==> src/rtl/cellrv32_trng_arbiter_if.sv <==
// Requester handshake and TRNG register bus of cellrv32_trng_arbiter.
// master: the arbiter itself; slave: requesters plus the TRNG bus slave.
interface cellrv32_trng_arbiter_if #(
  parameter int NUM_REQ = 2
);
  logic [NUM_REQ-1:0] req_i;
  logic [NUM_REQ-1:0] ack_o;
  logic [NUM_REQ-1:0] err_o;
  logic [31:0]        rnd_o;
  logic               busy_o;
  logic [31:0]        trng_addr_o;
  logic               trng_rden_o;
  logic               trng_wren_o;
  logic [31:0]        trng_data_o;
  logic [31:0]        trng_data_i;
  logic               trng_ack_i;

  modport master (
    input  req_i, trng_data_i, trng_ack_i,
    output ack_o, err_o, rnd_o, busy_o,
           trng_addr_o, trng_rden_o, trng_wren_o, trng_data_o
  );

  modport slave (
    output req_i, trng_data_i, trng_ack_i,
    input  ack_o, err_o, rnd_o, busy_o,
           trng_addr_o, trng_rden_o, trng_wren_o, trng_data_o
  );
endinterface

==> src/rtl/cellrv32_trng_arbiter.sv <==
// Round-robin owner of the TRNG register: packs 4 valid bytes into one word per granted request.
// Define CELLRV32_TRNG_ARB_HEALTH_EN to add a repetition-count health test on accepted bytes.
module cellrv32_trng_arbiter #(
  parameter int          NUM_REQ    = 2,
  parameter logic [31:0] TRNG_BASE  = 32'hFFFFFFB8,
  parameter int          POLL_LIMIT = 1024,
  parameter int          REP_LIMIT  = 8
) (
  input  logic                   clk_i,
  input  logic                   rstn_i,
  cellrv32_trng_arbiter_if.master bus
);
  localparam int            GW        = (NUM_REQ > 1) ? $clog2(NUM_REQ) : 1;
  localparam int            PW        = $clog2(POLL_LIMIT + 1);
  localparam logic [31:0]   CTRL_INIT = 32'h5000_0000;
  localparam logic [PW-1:0] POLL_MAX  = PW'(POLL_LIMIT);
  localparam logic [GW:0]   NREQ_W    = (GW+1)'(NUM_REQ);

  typedef enum logic [2:0] {
    S_INIT, S_INIT_W, S_IDLE, S_POLL, S_POLL_W, S_DONE, S_ERR
  } state_t;

  state_t        state_q, state_d;
  logic          run_q;
  logic          restart_q, restart_d;
  logic [GW-1:0] gnt_q, gnt_d, last_q, last_d;
  logic [2:0]    byte_q, byte_d;
  logic [PW-1:0] poll_q, poll_d;
  logic [31:0]   word_q, word_d;

  logic               wren, rden, acc, busy;
  logic [NUM_REQ-1:0] ack, err, gnt_oh;
  logic [31:0]        rnd;
  logic               byte_vld, rep_trip;

  assign byte_vld = (state_q == S_POLL_W) && bus.trng_ack_i &&
                    bus.trng_data_i[31] && bus.trng_data_i[30];
  assign gnt_oh   = NUM_REQ'(1) << gnt_q;

  // Rotate requests so bit 0 is the index right after the last grant,
  // take the lowest set bit, then rotate back.
  logic [2*NUM_REQ-1:0] req_dbl;
  logic [GW:0]          scan_base, pick_sum;
  logic [GW-1:0]        pick_off, pick;
  logic                 any_req;

  always_comb begin
    any_req   = |bus.req_i;
    scan_base = {1'b0, last_q} + (GW+1)'(1);
    req_dbl   = {bus.req_i, bus.req_i} >> scan_base;
    pick_off  = '0;
    for (int i = NUM_REQ - 1; i >= 0; i--)
      if (req_dbl[i]) pick_off = GW'(i);
    pick_sum = scan_base + {1'b0, pick_off};
    if (pick_sum >= NREQ_W) pick_sum = pick_sum - NREQ_W;
    pick = pick_sum[GW-1:0];
  end

`ifdef CELLRV32_TRNG_ARB_HEALTH_EN
  localparam int            RW       = $clog2(REP_LIMIT + 1);
  localparam logic [RW-1:0] REP_LAST = RW'(REP_LIMIT - 1);

  logic [7:0]    rep_byte_q;
  logic [RW-1:0] rep_cnt_q;
  logic          rep_same;

  assign rep_same = (rep_cnt_q != '0) && (bus.trng_data_i[7:0] == rep_byte_q);
  assign rep_trip = byte_vld && rep_same && (rep_cnt_q == REP_LAST);

  // Run length spans request boundaries; only a differing byte, a trip or reset restarts it.
  always_ff @(posedge clk_i or negedge rstn_i) begin
    if (!rstn_i) begin
      rep_byte_q <= '0;
      rep_cnt_q  <= '0;
    end else if (byte_vld) begin
      if (rep_trip) begin
        rep_cnt_q <= '0;
      end else if (rep_same) begin
        rep_cnt_q <= rep_cnt_q + RW'(1);
      end else begin
        rep_cnt_q  <= RW'(1);
        rep_byte_q <= bus.trng_data_i[7:0];
      end
    end
  end
`else
  // Health test compiled out: never trips.
  assign rep_trip = (REP_LIMIT < 0);
`endif

  always_ff @(posedge clk_i or negedge rstn_i) begin
    if (!rstn_i) begin
      state_q   <= S_INIT;
      run_q     <= 1'b0;
      restart_q <= 1'b0;
      gnt_q     <= '0;
      last_q    <= GW'(NUM_REQ - 1);
      byte_q    <= '0;
      poll_q    <= '0;
      word_q    <= '0;
    end else begin
      state_q   <= state_d;
      run_q     <= 1'b1;
      restart_q <= restart_d;
      gnt_q     <= gnt_d;
      last_q    <= last_d;
      byte_q    <= byte_d;
      poll_q    <= poll_d;
      word_q    <= word_d;
    end
  end

  always_comb begin
    state_d   = state_q;
    restart_d = restart_q;
    gnt_d     = gnt_q;
    last_d    = last_q;
    byte_d    = byte_q;
    poll_d    = poll_q;
    word_d    = word_q;
    wren      = 1'b0;
    rden      = 1'b0;
    acc       = 1'b0;
    busy      = 1'b0;
    ack       = '0;
    err       = '0;
    rnd       = '0;
    unique case (state_q)
      // run_q keeps every output low during the first cycle out of reset
      S_INIT: begin
        if (run_q) begin
          wren      = 1'b1;
          acc       = 1'b1;
          restart_d = 1'b0;
          state_d   = S_INIT_W;
        end
      end
      S_INIT_W: begin
        acc = 1'b1;
        if (bus.trng_ack_i) state_d = S_IDLE;
      end
      S_IDLE: begin
        if (any_req) begin
          gnt_d   = pick;
          last_d  = pick;
          byte_d  = '0;
          poll_d  = '0;
          word_d  = '0;
          state_d = S_POLL;
        end
      end
      S_POLL: begin
        busy    = 1'b1;
        rden    = 1'b1;
        acc     = 1'b1;
        poll_d  = poll_q + PW'(1);
        state_d = S_POLL_W;
      end
      S_POLL_W: begin
        busy = 1'b1;
        acc  = 1'b1;
        if (bus.trng_ack_i) begin
          if (!bus.trng_data_i[30] || rep_trip) begin
            restart_d = 1'b1;
            state_d   = S_ERR;
          end else begin
            if (byte_vld) begin
              word_d[{byte_q[1:0], 3'b000} +: 8] = bus.trng_data_i[7:0];
              byte_d = byte_q + 3'd1;
            end
            if (byte_vld && byte_q == 3'd3) state_d = S_DONE;
            else if (poll_q == POLL_MAX)    state_d = S_ERR;
            else                            state_d = S_POLL;
          end
        end
      end
      S_DONE: begin
        ack     = gnt_oh;
        rnd     = word_q;
        state_d = S_IDLE;
      end
      S_ERR: begin
        err     = gnt_oh;
        word_d  = '0;
        state_d = restart_q ? S_INIT : S_IDLE;
      end
      default: state_d = S_INIT;
    endcase
  end

  assign bus.ack_o       = ack;
  assign bus.err_o       = err;
  assign bus.rnd_o       = rnd;
  assign bus.busy_o      = busy;
  assign bus.trng_rden_o = rden;
  assign bus.trng_wren_o = wren;
  assign bus.trng_addr_o = acc  ? TRNG_BASE : 32'h0;
  assign bus.trng_data_o = wren ? CTRL_INIT : 32'h0;

  logic unused_data_bits;
  assign unused_data_bits = ^bus.trng_data_i[29:8];
endmodule

==> src/flat_wrapper.sv <==
// flat-port wrapper written by rule: the top's interface ports become plain ports
module cellrv32_trng_arbiter_flat 
#(
  parameter int          NUM_REQ    = 2,
  parameter logic [31:0] TRNG_BASE  = 32'hFFFFFFB8,
  parameter int          POLL_LIMIT = 1024,
  parameter int          REP_LIMIT  = 8
)
  (clk_i, rstn_i, bus_req_i, bus_trng_data_i, bus_trng_ack_i, bus_ack_o, bus_err_o, bus_rnd_o, bus_busy_o, bus_trng_addr_o, bus_trng_rden_o, bus_trng_wren_o, bus_trng_data_o);
  cellrv32_trng_arbiter_if #(.NUM_REQ(NUM_REQ)) bus_i ();
  input  logic clk_i;
  input  logic rstn_i;
  input wire logic [$bits(bus_i.req_i)-1:0] bus_req_i;
  input wire logic [$bits(bus_i.trng_data_i)-1:0] bus_trng_data_i;
  input wire logic [$bits(bus_i.trng_ack_i)-1:0] bus_trng_ack_i;
  output wire logic [$bits(bus_i.ack_o)-1:0] bus_ack_o;
  output wire logic [$bits(bus_i.err_o)-1:0] bus_err_o;
  output wire logic [$bits(bus_i.rnd_o)-1:0] bus_rnd_o;
  output wire logic [$bits(bus_i.busy_o)-1:0] bus_busy_o;
  output wire logic [$bits(bus_i.trng_addr_o)-1:0] bus_trng_addr_o;
  output wire logic [$bits(bus_i.trng_rden_o)-1:0] bus_trng_rden_o;
  output wire logic [$bits(bus_i.trng_wren_o)-1:0] bus_trng_wren_o;
  output wire logic [$bits(bus_i.trng_data_o)-1:0] bus_trng_data_o;
  assign bus_i.req_i = bus_req_i;
  assign bus_i.trng_data_i = bus_trng_data_i;
  assign bus_i.trng_ack_i = bus_trng_ack_i;
  assign bus_ack_o = bus_i.ack_o;
  assign bus_err_o = bus_i.err_o;
  assign bus_rnd_o = bus_i.rnd_o;
  assign bus_busy_o = bus_i.busy_o;
  assign bus_trng_addr_o = bus_i.trng_addr_o;
  assign bus_trng_rden_o = bus_i.trng_rden_o;
  assign bus_trng_wren_o = bus_i.trng_wren_o;
  assign bus_trng_data_o = bus_i.trng_data_o;
  cellrv32_trng_arbiter #(.NUM_REQ(NUM_REQ), .TRNG_BASE(TRNG_BASE), .POLL_LIMIT(POLL_LIMIT), .REP_LIMIT(REP_LIMIT)) u_core (.clk_i(clk_i), .rstn_i(rstn_i), .bus(bus_i));
endmodule
==> config.mk <==
export PLATFORM = sky130hd
export DESIGN_NAME = cellrv32_trng_arbiter_flat
export DESIGN_NICKNAME = d
export VERILOG_FILES = /design/src/rtl/cellrv32_trng_arbiter_if.sv /design/src/rtl/cellrv32_trng_arbiter.sv /design/src/flat_wrapper.sv
export SDC_FILE = /design/constraint.sdc
export NUM_CORES = 1
export LEC_CHECK = 0
export CAP_MARGIN = 20
export CORE_ASPECT_RATIO = 1.5
export CORE_UTILIZATION = 40
export DETAILED_ROUTE_END_ITERATION = 10
export PLACE_DENSITY = 0.78
export SYNTH_ARGS = -nofsm -noshare
export SYNTH_HDL_FRONTEND = slang
export SYNTH_SLANG_ARGS = --single-unit
==> constraint.sdc <==
create_clock -name clk_i -period 2 [get_ports clk_i]
set_clock_uncertainty 0.05 [all_clocks]
set_input_delay 0.3 -clock clk_i [delete_from_list [all_inputs] [get_ports clk_i]]
set_output_delay 0.3 -clock clk_i [all_outputs]
set_load 0.02 [all_outputs]
==> results of run 1 <==
[kinds of logic after synthesis]
kind of cell             Yosys count  synth area share
adder cells (fa/ha/maj)            8            0.0288
AO/OA/AOI/OAI                     46            0.0809
flip-flops                        53             0.382
buffers and inverters            126             0.207
AND/OR/NAND/NOR                  133             0.193
other                              2           0.00216
multiplexers                      36             0.104
XOR/XNOR                           1           0.00252
[worst max-delay path, cell delays in order, from the launching register on]
cell and delay, ps:
dfrtp_1 430, buf_4 160, buf_4 130, nor4_2 250
buf_4 170, clkbuf_2 160
[power groups by stage]
stage               Clock (mW)  Sequential, mW  Combinational, mW
finish                   0.872            1.42               3.11
global route             0.935            1.44               3.35
CTS                      0.888            1.41               3.23
detailed placement           0            1.42               3.55
global placement             0            1.41               3.49
floorplan                    0            1.38               2.49
[metal layers]
metal  vias up  global-route usage  part of all wire
li1       1400                   -                 -
met1      1386               0.209              0.40
met2       133               0.353              0.51
met3        22              0.0273             0.053
met4         0               0.104             0.033
met5         -                   0                 0
[final cells by class]
| class | instances | share of cell area |
|---|---|---|
| clock buffers | 5 | 0.0291 |
| clock inverters | 3 | 0.00494 |
| inverters | 42 | 0.0366 |
| multi-input cells | 259 | 0.365 |
| flip-flops and latches | 53 | 0.309 |
| well taps | 107 | 0.0311 |
| repair buffers | 119 | 0.225 |
[flip-flops by register name (all words and copies together), names as in the netlist]
register and flops:
u_core.state_q 3, u_core.byte_q 3, u_core.run_q 1, u_core.last_q 1
u_core.word_q 32, u_core.restart_q 1, u_core.poll_q 11, u_core.gnt_q 1
[worst max-delay path by stage]
stage          cells after the start  slack (ps)         startpoint                   to
2_1_floorplan                      5           3  u_core.state_q[1]         bus_ack_o[1]
3_3_place_gp                       4          -6  u_core.state_q[0]        bus_rnd_o[27]
3_5_place_dp                       4         -50  u_core.state_q[0]         bus_rnd_o[6]
4_1_cts                            4         0.8  u_core.state_q[0]  bus_trng_addr_o[23]
5_1_grt                            6         -10  u_core.state_q[2]    u_core.word_q[10]
6_report                           5          50  u_core.state_q[2]  bus_trng_data_o[28]
[repair_timing]
action / CTS / global route
hold buffers: 1 / 0
endpoints found under the hold margin: 18 / 0
setup buffers: 0 / 1
resized for setup: 78 / 90
setup endpoints to repair: 69 / 56
[synth_stat cells (all sizes together) (7+ instances only)]
cell type	number	area, µm²
nand2	57	214
nand3	7	35.0
dfrtp	52	1300
a21oi	12	60.1
o21ai	15	75.1
nor2	8	30.0
clkbuf	13	48.8
nor3	39	218
mux2i	36	360
ha	8	100
inv	41	154
buf	71	514
[stage by stage]
step           utilization  power, mW
2_1_floorplan            -       3.87
3_3_place_gp         0.519       4.90
3_5_place_dp         0.519       4.97
4_1_cts              0.529       5.53
5_1_grt              0.512       5.72
6_report             0.512       5.40
==> flow_metrics.env, run 1 <==
export IMPL_outcome="finished, final reports clean"
export IMPL_min_from="u_core.poll_q[10]"
export IMPL_fin_nets=525
export IMPL_hold_path_depth=1
export IMPL_synth_distinct_cells=39
export IMPL_postRouteAntennaNets=0
export IMPL_io_pins=140
export IMPL_rrSetupSlack_ps=90
export IMPL_dp_cells=578
export IMPL_p_sw_frac=0.459
export IMPL_fillCellCount=829
export IMPL_cts_tree="built"
export IMPL_drt_iter0_drc=91
export IMPL_synth_warnings=0
export IMPL_overflow=0
export IMPL_vdd_drop_max_uv=830
export IMPL_p_leak_nw=2.02
export IMPL_worst_pin_slew_ps=533
export IMPL_clkPwrFrac=0.162
export IMPL_grt_pass1_vias=2949
export IMPL_final_cell_mix="nand2_1 (56), dfrtp_1 (50), inv_1 (41), clkbuf_2 (41), nor3_1 (37)"
export IMPL_fin_ws_ps=48.7
export IMPL_dp_slack_ps=-49.1
export IMPL_numCtsBuffers=5
export IMPL_min_path_type="flip-flop to flip-flop"
export IMPL_num_rows=41
export IMPL_start_kind="flip-flop"
export IMPL_portBuffers=83
export IMPL_viasPerCell=5.00
export IMPL_core_area_um2=8410
export IMPL_async_flop_share=1.00
export IMPL_worstSetupPathType="flip-flop to primary output"
export IMPL_worstRegToRegCells=6
export IMPL_root_buffer="clkbuf_16"
export IMPL_stdcell_count=588
export IMPL_dieWidth_um=78.2
export IMPL_r2r_start="u_core.state_q[2]"
export IMPL_drive_above_1_share=0.198
export IMPL_p_int_mw=2.92
export IMPL_clk_pin_slew_ps=70
export IMPL_max_freq_mhz=512
export IMPL_max_slew_margin_rel=0.644
export IMPL_start_util=0.414
export IMPL_worstHoldEndpoint="u_core.poll_q[10]"
export IMPL_place_hpwl_um=6070
export IMPL_setup_viol=0
export IMPL_area_delta_synth_final_pct=23.8
export IMPL_synthFlopType="dfrtp_1"
export IMPL_finalHoldViolations=0
export IMPL_grt_first_pass_wirelength_um=13500
export IMPL_final_common_cell="nand2_1"
export IMPL_netlist_area_um2=3480
export IMPL_antennaDiodeCount=0
export IMPL_track_usage=0.191
export IMPL_cp_end_kind="primary output"
export IMPL_first_pass_iters=4
export IMPL_wl_per_cell_um=13.8
export IMPL_timing_final_crit_share=0.976
export IMPL_crit_fanout=4
export IMPL_antenna_found_initial=0
export IMPL_insertion_delay_ps=290
export IMPL_tns_ps=0
export IMPL_fin_area_um2=4310
export IMPL_cellPowerDensity_nw_per_um2=1250
export IMPL_maxSlewViolCount=0
export IMPL_num_vias=2941
export IMPL_p_sw_mw=2.48
export IMPL_maxCapViolations=0
export IMPL_whs_ps=424
export IMPL_reg2reg_to="u_core.word_q[10]"
export IMPL_combPwrFrac=0.575
export IMPL_synth_edf_count=0
export IMPL_cts_sinks=53
export IMPL_seq_area_um2=1330
export IMPL_wirelength_um=8100
export IMPL_ys_ff_latch=53
export IMPL_htreeDepth=2
export IMPL_grt_start_max_net_pins=41
export IMPL_seq_power_share=0.263
export IMPL_synth_cells=405
export IMPL_avgSynthCellArea_um2=8.59
export IMPL_place_gp_congestion=0.849
export IMPL_clockBufferDepth=2
export IMPL_crit_required_ps=1650
export IMPL_multiInputGateArea_um2=1570
export IMPL_arrival_ps=1600
export IMPL_min_period_ps=1950
export IMPL_drcViolationCount=0
export IMPL_fp_dieH_um=116
export IMPL_place_area_um2=4370
export IMPL_ys_seq_area_frac=0.382
export IMPL_fp_dieArea_um2=9080
Power figures use the tool's default switching activity.
==> run 2: changes to the inputs <==
PLACE_DENSITY = 0.88   (was 0.78)
==> flow_metrics.env, run 2 (synthesized netlist as in run 1, its figures left out) <==
export IMPL_grt_first_pass_wirelength_um=13900
export IMPL_viasPerCell=5.06
export IMPL_cpPeakStageDelay_ps=450
export IMPL_crit_path_top_delay_cell="dfrtp_2"
export IMPL_clkPwrFrac=0.179
export IMPL_timing_final_crit_share=0.999
export IMPL_reg2reg_to="u_core.word_q[28]"
export IMPL_dp_cells=579
export IMPL_drive_above_1_share=0.170
export IMPL_crit_end="bus_trng_addr_o[29]"
export IMPL_stdcell_count=589
export IMPL_dieWidth_um=78.2
export IMPL_num_rows=41
export IMPL_finalHoldViolations=0
export IMPL_grt_start_max_net_pins=40
export IMPL_top_layer_used="met4"
export IMPL_largest_register_ffs=32
export IMPL_fin_nets=526
export IMPL_overflow=0
export IMPL_critical_path_startpoint="u_core.state_q[0]"
export IMPL_cts_sinks=53
export IMPL_maxSlewViolCount=0
export IMPL_htreeDepth=2
export IMPL_crit_fanout=28
export IMPL_worstRegToRegCells=6
export IMPL_multiInputGateArea_um2=1570
export IMPL_min_period_ps=2000
export IMPL_postRouteAntennaNets=0
export IMPL_dr_wl_met3_um=470
export IMPL_place_gp_congestion=0.850
export IMPL_reg_top3="u_core.word_q: 32 flops, u_core.poll_q: 11 flops"
export IMPL_start_kind="flip-flop"
export IMPL_outcome="finished, final reports clean"
export IMPL_setup_viol=0
export IMPL_tns_ps=0
export IMPL_first_pass_iters=4
export IMPL_drcViolationCount=0
export IMPL_rsz0062_at_grt="yes"
export IMPL_min_path_type="primary input to asynchronous set/reset pin"
export IMPL_portBuffers=83
export IMPL_p_int_mw=3.14
export IMPL_worstSetupPathType="flip-flop to primary output"
export IMPL_cellPowerDensity_nw_per_um2=1280
export IMPL_r2r_start="u_core.state_q[1]"
export IMPL_clockBufferDepth=2
export IMPL_wirelength_um=8560
export IMPL_num_vias=2982
export IMPL_vdd_drop_max_uv=1050
export IMPL_largest_register="u_core.word_q"
export IMPL_root_buffer="clkbuf_16"
export IMPL_max_freq_mhz=501
export IMPL_drt_iter0_drc=215
export IMPL_crit_required_ps=1650
export IMPL_clk_pin_slew_ps=70
export IMPL_antennaDiodeCount=0
export IMPL_insertion_delay_ps=290
export IMPL_cp_end_kind="primary output"
export IMPL_p_sw_mw=2.49
export IMPL_maxCapViolations=0
export IMPL_final_common_cell="nand2_1"
export IMPL_start_util=0.414
export IMPL_area_delta_synth_final_pct=26.5
export IMPL_combPwrFrac=0.567
export IMPL_final_cell_mix="nand2_1 (57), dfrtp_1 (49), inv_1 (41)"
export IMPL_wl_met2_um=4490
export IMPL_grt_pass1_vias=2971
export IMPL_track_usage=0.195
export IMPL_rrSetupSlack_ps=60
export IMPL_fp_dieArea_um2=9080
export IMPL_place_hpwl_um=6470
export IMPL_fillCellCount=804
export IMPL_cp_cell_sequence="buf_4, o21a_2, buf_12, dlygate4sd2_1"
export IMPL_wl_met1_um=3290
export IMPL_io_pins=140
export IMPL_arrival_ps=1650
export IMPL_cts_tree="built"
export IMPL_seq_area_um2=1330
export IMPL_seq_power_share=0.254
export IMPL_fp_dieH_um=116
export IMPL_antenna_found_initial=0
export IMPL_core_area_um2=8410
export IMPL_wl_per_cell_um=14.5
export IMPL_p_sw_frac=0.442
export IMPL_p_leak_nw=2.02
export IMPL_numCtsBuffers=5
-- run 2: what timing repair did --
item                                    CTS  global route
setup buffers                             0             1
hold buffers                              1             0
gates resized for setup                  78            72
endpoints found under the setup margin   72            56
endpoints found under the hold margin     3             0
-- run 2: layout make-up --
class / instances / area share
inverters: 42 / 0.0358
repair buffers: 120 / 0.235
well taps: 107 / 0.0304
multi-input cells: 259 / 0.358
clock inverters: 3 / 0.00995
flip-flops and latches: 53 / 0.303
clock buffers: 5 / 0.0284
-- run 2: power groups by stage --
stage,Clock [mW],Combinational (mW),Sequential (mW)
4_1_cts,1.02,3.23,1.43
3_5_place_dp,0,3.55,1.44
6_report,1.01,3.19,1.43
2_1_floorplan,0,2.49,1.38
3_3_place_gp,0,3.47,1.42
5_1_grt,1.06,3.41,1.46
-- run 2: how the worst min path moves through the flow --
stage	cells past startpoint	slack (ps)	from	to
2_1_floorplan	0	-50	rstn_i	u_core.byte_q[0]
3_5_place_dp	1	100	rstn_i	u_core.state_q[1]
5_1_grt	2	340	rstn_i	u_core.state_q[0]
3_3_place_gp	1	100	rstn_i	u_core.state_q[1]
6_report	2	320	rstn_i	u_core.state_q[0]
4_1_cts	2	330	rstn_i	u_core.state_q[0]
-- run 2: critical path, delay by kind of cell (launching register included) --
kind            cells  cell delay, ps
flops               1             450
compound gates      1             230
buf+inv             3             660
-- run 2: metrics by stage --
stage | area, µm² | power, mW | hold WS [ps] | worst slack [ps] | utilization
after global routing | 4400 | 5.92 | 340 | -44.2 | 0.523
after CTS | 4480 | 5.67 | 334 | -9.45 | 0.532
after detailed placement | 4380 | 4.99 | 98.5 | -47.0 | 0.520
final | 4400 | 5.63 | 325 | 2.05 | 0.523
after global placement | 4380 | 4.89 | 100 | -18.6 | 0.520
after floorplan | 3620 | 3.87 | -45.6 | 2.97 | -
-- run 2: metal layers --
| metal | vias up | global-route usage |
|---|---|---|
| met5 | - | 0 |
| met1 | 1405 | 0.213 |
| met3 | 24 | 0.0234 |
| met2 | 156 | 0.370 |
| met4 | 0 | 0.0938 |
| li1 | 1397 | - |
